$ cat src/rtl/sipo_pkg.sv
// Shared types and line levels for the serial frame receiver.
package sipo_pkg;

  typedef enum logic [1:0] {
    IDLE = 2'd0,
    DATA = 2'd1,
    PAR  = 2'd2,
    STOP = 2'd3
  } rx_state_t;

  localparam logic SIPO_IDLE_LVL  = 1'b1;
  localparam logic SIPO_START_LVL = 1'b0;
  localparam logic SIPO_STOP_LVL  = 1'b1;

endpackage

$ cat src/rtl/sipo_hold_reg.sv
// One-entry valid/ready holding register; a load wins over a drain in the same cycle.
module sipo_hold_reg #(
  parameter int W = 9
) (
  input  logic         clk,
  input  logic         rst,
  input  logic         load_i,
  input  logic [W-1:0] load_data_i,
  input  logic         ready_i,
  output logic         valid_o,
  output logic [W-1:0] data_o
);

  logic         valid_q;
  logic [W-1:0] data_q;

  // NOTE: the data register is reset as well, because the idle output word is observable and must read 0.
  always_ff @(posedge clk or negedge rst) begin
    if (!rst) begin
      valid_q <= 1'b0;
      data_q  <= '0;
    end else if (load_i) begin
      valid_q <= 1'b1;
      data_q  <= load_data_i;
    end else if (ready_i) begin
      valid_q <= 1'b0;
    end
  end

  assign valid_o = valid_q;
  assign data_o  = data_q;

endmodule

$ cat src/rtl/sipo_frame_rx.sv
// Serial-in, parallel-out frame receiver: start, N data bits MSB first, optional even parity, stop.
module sipo_frame_rx
  import sipo_pkg::*;
#(
  parameter int N      = 8,
  parameter bit PARITY = 1'b1
) (
  input  logic         clk,
  input  logic         rst,
  input  logic         bit_en,
  input  logic         sin,
  output logic [N-1:0] out_data,
  output logic         out_valid,
  input  logic         out_ready,
  output logic         parity_err,
  output logic         frame_err,
  output logic         overrun
);

  localparam int            CW       = $clog2(N);
  localparam logic [CW-1:0] CNT_LAST = CW'(N - 1);

  rx_state_t     state_q, state_d;
  logic [CW-1:0] cnt_q, cnt_d;
  logic [N-1:0]  shreg_q, shreg_d;
  logic          perr_q, perr_d;
  logic          frame_err_q, overrun_q;
  logic          good_frame, bad_stop, load;

  // NOTE: every variable gets its default first so that no path through the case leaves it unassigned (no latch).
  always_comb begin
    state_d    = state_q;
    cnt_d      = cnt_q;
    shreg_d    = shreg_q;
    perr_d     = perr_q;
    good_frame = 1'b0;
    bad_stop   = 1'b0;
    if (bit_en) begin
      unique case (state_q)
        IDLE: begin
          if (sin == SIPO_START_LVL) begin
            state_d = DATA;
            cnt_d   = '0;
          end
        end
        DATA: begin
          shreg_d = {shreg_q[N-2:0], sin};
          if (cnt_q == CNT_LAST) state_d = PARITY ? PAR : STOP;
          else                   cnt_d   = cnt_q + 1'b1;
        end
        PAR: begin
          perr_d  = PARITY ? (^shreg_q ^ sin) : 1'b0;
          state_d = STOP;
        end
        STOP: begin
          if (sin == SIPO_STOP_LVL) good_frame = 1'b1;
          else                      bad_stop   = 1'b1;
          state_d = IDLE;
        end
        default: state_d = IDLE;
      endcase
    end
  end

  // A full register that is being drained this cycle can still take the new word.
  assign load = good_frame & (~out_valid | out_ready);

  // NOTE: sequential state uses non-blocking assignments so every flop samples pre-edge values.
  always_ff @(posedge clk or negedge rst) begin
    if (!rst) begin
      state_q     <= IDLE;
      cnt_q       <= '0;
      shreg_q     <= '0;
      perr_q      <= 1'b0;
      frame_err_q <= 1'b0;
      overrun_q   <= 1'b0;
    end else begin
      state_q     <= state_d;
      cnt_q       <= cnt_d;
      shreg_q     <= shreg_d;
      perr_q      <= PARITY ? perr_d : 1'b0;
      frame_err_q <= bad_stop;
      overrun_q   <= good_frame & ~load;
    end
  end

  sipo_hold_reg #(
    .W (N + 1)
  ) u_hold (
    .clk         (clk),
    .rst         (rst),
    .load_i      (load),
    .load_data_i ({perr_q, shreg_q}),
    .ready_i     (out_ready),
    .valid_o     (out_valid),
    .data_o      ({parity_err, out_data})
  );

  assign frame_err = frame_err_q;
  assign overrun   = overrun_q;

endmodule

$ cat config.mk
export PLATFORM = sky130hd
export DESIGN_NAME = sipo_frame_rx
export DESIGN_NICKNAME = d
export VERILOG_FILES = /design/src/rtl/sipo_pkg.sv /design/src/rtl/sipo_hold_reg.sv /design/src/rtl/sipo_frame_rx.sv
export SDC_FILE = /design/constraint.sdc
export NUM_CORES = 1
export LEC_CHECK = 0
export CORE_ASPECT_RATIO = 0.9
export CORE_UTILIZATION = 56
export DETAILED_ROUTE_END_ITERATION = 10
export PLACE_DENSITY = 0.83
export REMOVE_ABC_BUFFERS = 1
export SLEW_MARGIN = 20
export SYNTH_ARGS = -nofsm -noshare
export SYNTH_HDL_FRONTEND = slang
export SYNTH_SLANG_ARGS = --single-unit
$ cat constraint.sdc
create_clock -name clk -period 5.1 [get_ports clk]
set_clock_uncertainty 0.15 [all_clocks]
set_input_delay 0.51 -clock clk [delete_from_list [all_inputs] [get_ports clk]]
set_output_delay 0.51 -clock clk [all_outputs]
set_load 0.01 [all_outputs]
==> results.ini <==
[route]
dr.pass1.iters=4
wire_per_inst_microns=14.19
vias_per_cell=5.366
vias=719
drt_wl_total_microns=1901
drc_errors=0
final_antenna_net_count=0
drt-initial-drc-count=13

[sta]
fmax_ghz=0.4447
final_hold_viol_count=0
rsz0062_at_grt=false
min_period_over_period_pct=44.09
slew_headroom_pct=47.62
setup_tns_ns=0
setup_viol=0
period_minus_slack_ns=2.249
worst_slew_pin_slew_ns=0.7842
slew_violations=0

[floorplanning]
die_w_microns=50.41
coreArea_sq_um=1952
row_count=15
initial_utilization_pct=60.51
die-area_sq_um=2297
die_h_microns=45.57
top_level_ports=17

[flow_run]
drv_cap=0

[place]
gp_congestion=0.7780
placed_cell_area_sq_um=1365
port-buffer-count=16

[yosys]
synth.most_common_cell=dfrtp_1
synthTopCellsByArea=dfrtp_1 55%, mux2_2 17%, ha_1 7.4%, nand2_1 3.2%, xnor2_1 3.0%
ys_seq_area_share_pct=55.08
synth_warnings=0
yosys-top-cells-count=26 x dfrtp_1, 18 x mux2_2, 10 x nand2_1
yosysTopAreaCellShare_pct=55.08
synth_area_sq_um=1181
synthArstFlopShare_pct=100.0
synth_edf_count=0
synth_area_leader_cell=dfrtp_1
synth_seq_cells=26
avgSynthCellArea_sq_um=13.12
ys_types=21
synth-main-ff-cell=dfrtp_1
syn_inst=90

[clock_network]
post_cts_buffers=0
insertion_delay_ns=0.32
cts_max_level=1
hold_buffers=0
cts.sinks=26
cts_resized=0
clkSlewWorstSetupHoldPaths_ns=0.14
cts_tree=done
root_buffer=clkbuf_4
numCtsBuffers=3
clk_path_buf_depth=2

[pwr]
p_int_uw=618.2
clock_power_share_pct=15.4
power.switching_uw=285.9
sw_frac_of_total_pct=31.62
power_frac_comb_pct=44.0
p_seq_share_pct=40.6
power_density_nw_per_um2=640.0
p_total_uw=904.1
power_leakage_uw=0.0006508
vdd_ir_drop_max_v=0.0004519

[cells_and_area]
multi_input_area_sq_um=511.7
fill_cells=148
area_growth_pct=19.60
seqCellArea_sq_um=650.6
num-nets-final=122
design_area_sq_um=1413
diodes=0
drive_gt1_share_pct=22.02

[setup_path]
cp-startpoint=sin
worstPathMaxFanout=9
cp-endpoint=u_hold.data_o[5]$_DFFE_PN0P_
critical-path-top-delay-family=simple AND/OR/NAND/NOR gates
worst_path_max_delay_cell=nor2b_1
crit_cells=4
regToRegStartpoint=state_q[1]$_DFFE_PN0P_
crit_buf_inv=1
crit_arrival_ns=2.31
cp_data_required_time_ns=5.16
worst_setup_path_end_kind=flip-flop
reg2reg_depth=4
startpoint_type=input port
cp_slowest_stage_delay_ns=0.64
timing.rr.end=u_hold.data_o[5]$_DFFE_PN0P_
path_cells=clkdlybuf4s50_1 -> nand3_1 -> nor2b_1 -> mux2_2
critPathKind=input port to flip-flop
r2r_slack_ns=3.06

[grt]
grt_pass1_vias=738
gr-total-overflow=0
grt_pass1_wl_microns=3153
antenna_found_initial=0
grt_max_degree=27
grt_usage_pct=19.29

[worst_hold_path]
hold_class=input port to async pin

[status]
outcome=complete, no violations

==> registers in the layout (all words and copies together), names as in the netlist <==
signal	cells
shreg_q	8
state_q	2
u_hold.data_o	9
cnt_q	3
overrun	1
u_hold.valid_o	1
perr_q	1
frame_err	1
==> cell families after synthesis <==
group / synth area share, %
AO/OA/AOI/OAI: 5.402
XOR/XNOR: 6.356
adder cells (fa/ha/maj): 7.415
buffers and inverters: 1.589
flip-flops: 55.08
multiplexers: 17.16
AND/OR/NAND/NOR: 6.992
==> through the flow <==
stage | setup slack, ns | hold slack [ns] | utilization [%] | instances
floorplan | 3.340 | 0.06441 | - | 89
global placement | 2.534 | 0.3175 | 69.94 | 130
detailed placement | 2.499 | 0.3321 | 69.94 | 130
CTS | 2.837 | 0.3629 | 72.63 | 134
global route | 2.793 | 0.04082 | 72.37 | 134
finish | 2.851 | 0.003963 | 72.37 | 134
==> worst min path at each step <==
stage,start,end,slack [ns]
2_1_floorplan,rst,cnt_q[0]$_DFFE_PN0P_,0.06
3_3_place_gp,perr_q$_DFFE_PN0P_,perr_q$_DFFE_PN0P_,0.32
3_5_place_dp,perr_q$_DFFE_PN0P_,perr_q$_DFFE_PN0P_,0.33
4_1_cts,perr_q$_DFFE_PN0P_,perr_q$_DFFE_PN0P_,0.36
5_1_grt,rst,state_q[1]$_DFFE_PN0P_,0.04
6_report,rst,state_q[1]$_DFFE_PN0P_,0.004
==> cells in the final DEF, fill, tap and decap left out, drive strengths merged, types with 2 or more instances in the layout <==
cell / n
clkdlybuf4s50: 15
a22o: 2
a21oi: 2
ha: 7
o21ai: 5
xnor2: 4
nand2: 10
xor2: 2
nor2: 2
mux2: 18
clkbuf: 3
dfrtp: 26
inv: 3
==> final cells by class <==
| class | instances | area share, % |
|---|---|---|
| inverters | 3 | 0.7972 |
| clock buffers | 3 | 1.594 |
| clock inverters | 1 | 2.126 |
| flip-flops and latches | 26 | 46.06 |
| well taps | 25 | 2.214 |
| multi-input cells | 60 | 36.23 |
| repair buffers | 16 | 10.98 |
==> per-layer routing <==
metal	share of wire, %	vias up	GRT usage (%)
li1	-	344	-
met1	45	352	23.03
met2	49	21	32.53
met3	5.6	2	7.667
met4	0.74	0	6.111
met5	0	-	0
==> power groups by stage <==
stage                     combinational, uW  sequential (uW)  clock, uW
after global placement                  387              364          0
after floorplan                         262              373          0
after detailed placement                400              373          0
final                                   398              367        139
after CTS                               405              367        140
after global routing                    439              378        148
Note: power is estimated with default switching activity, not from simulation.
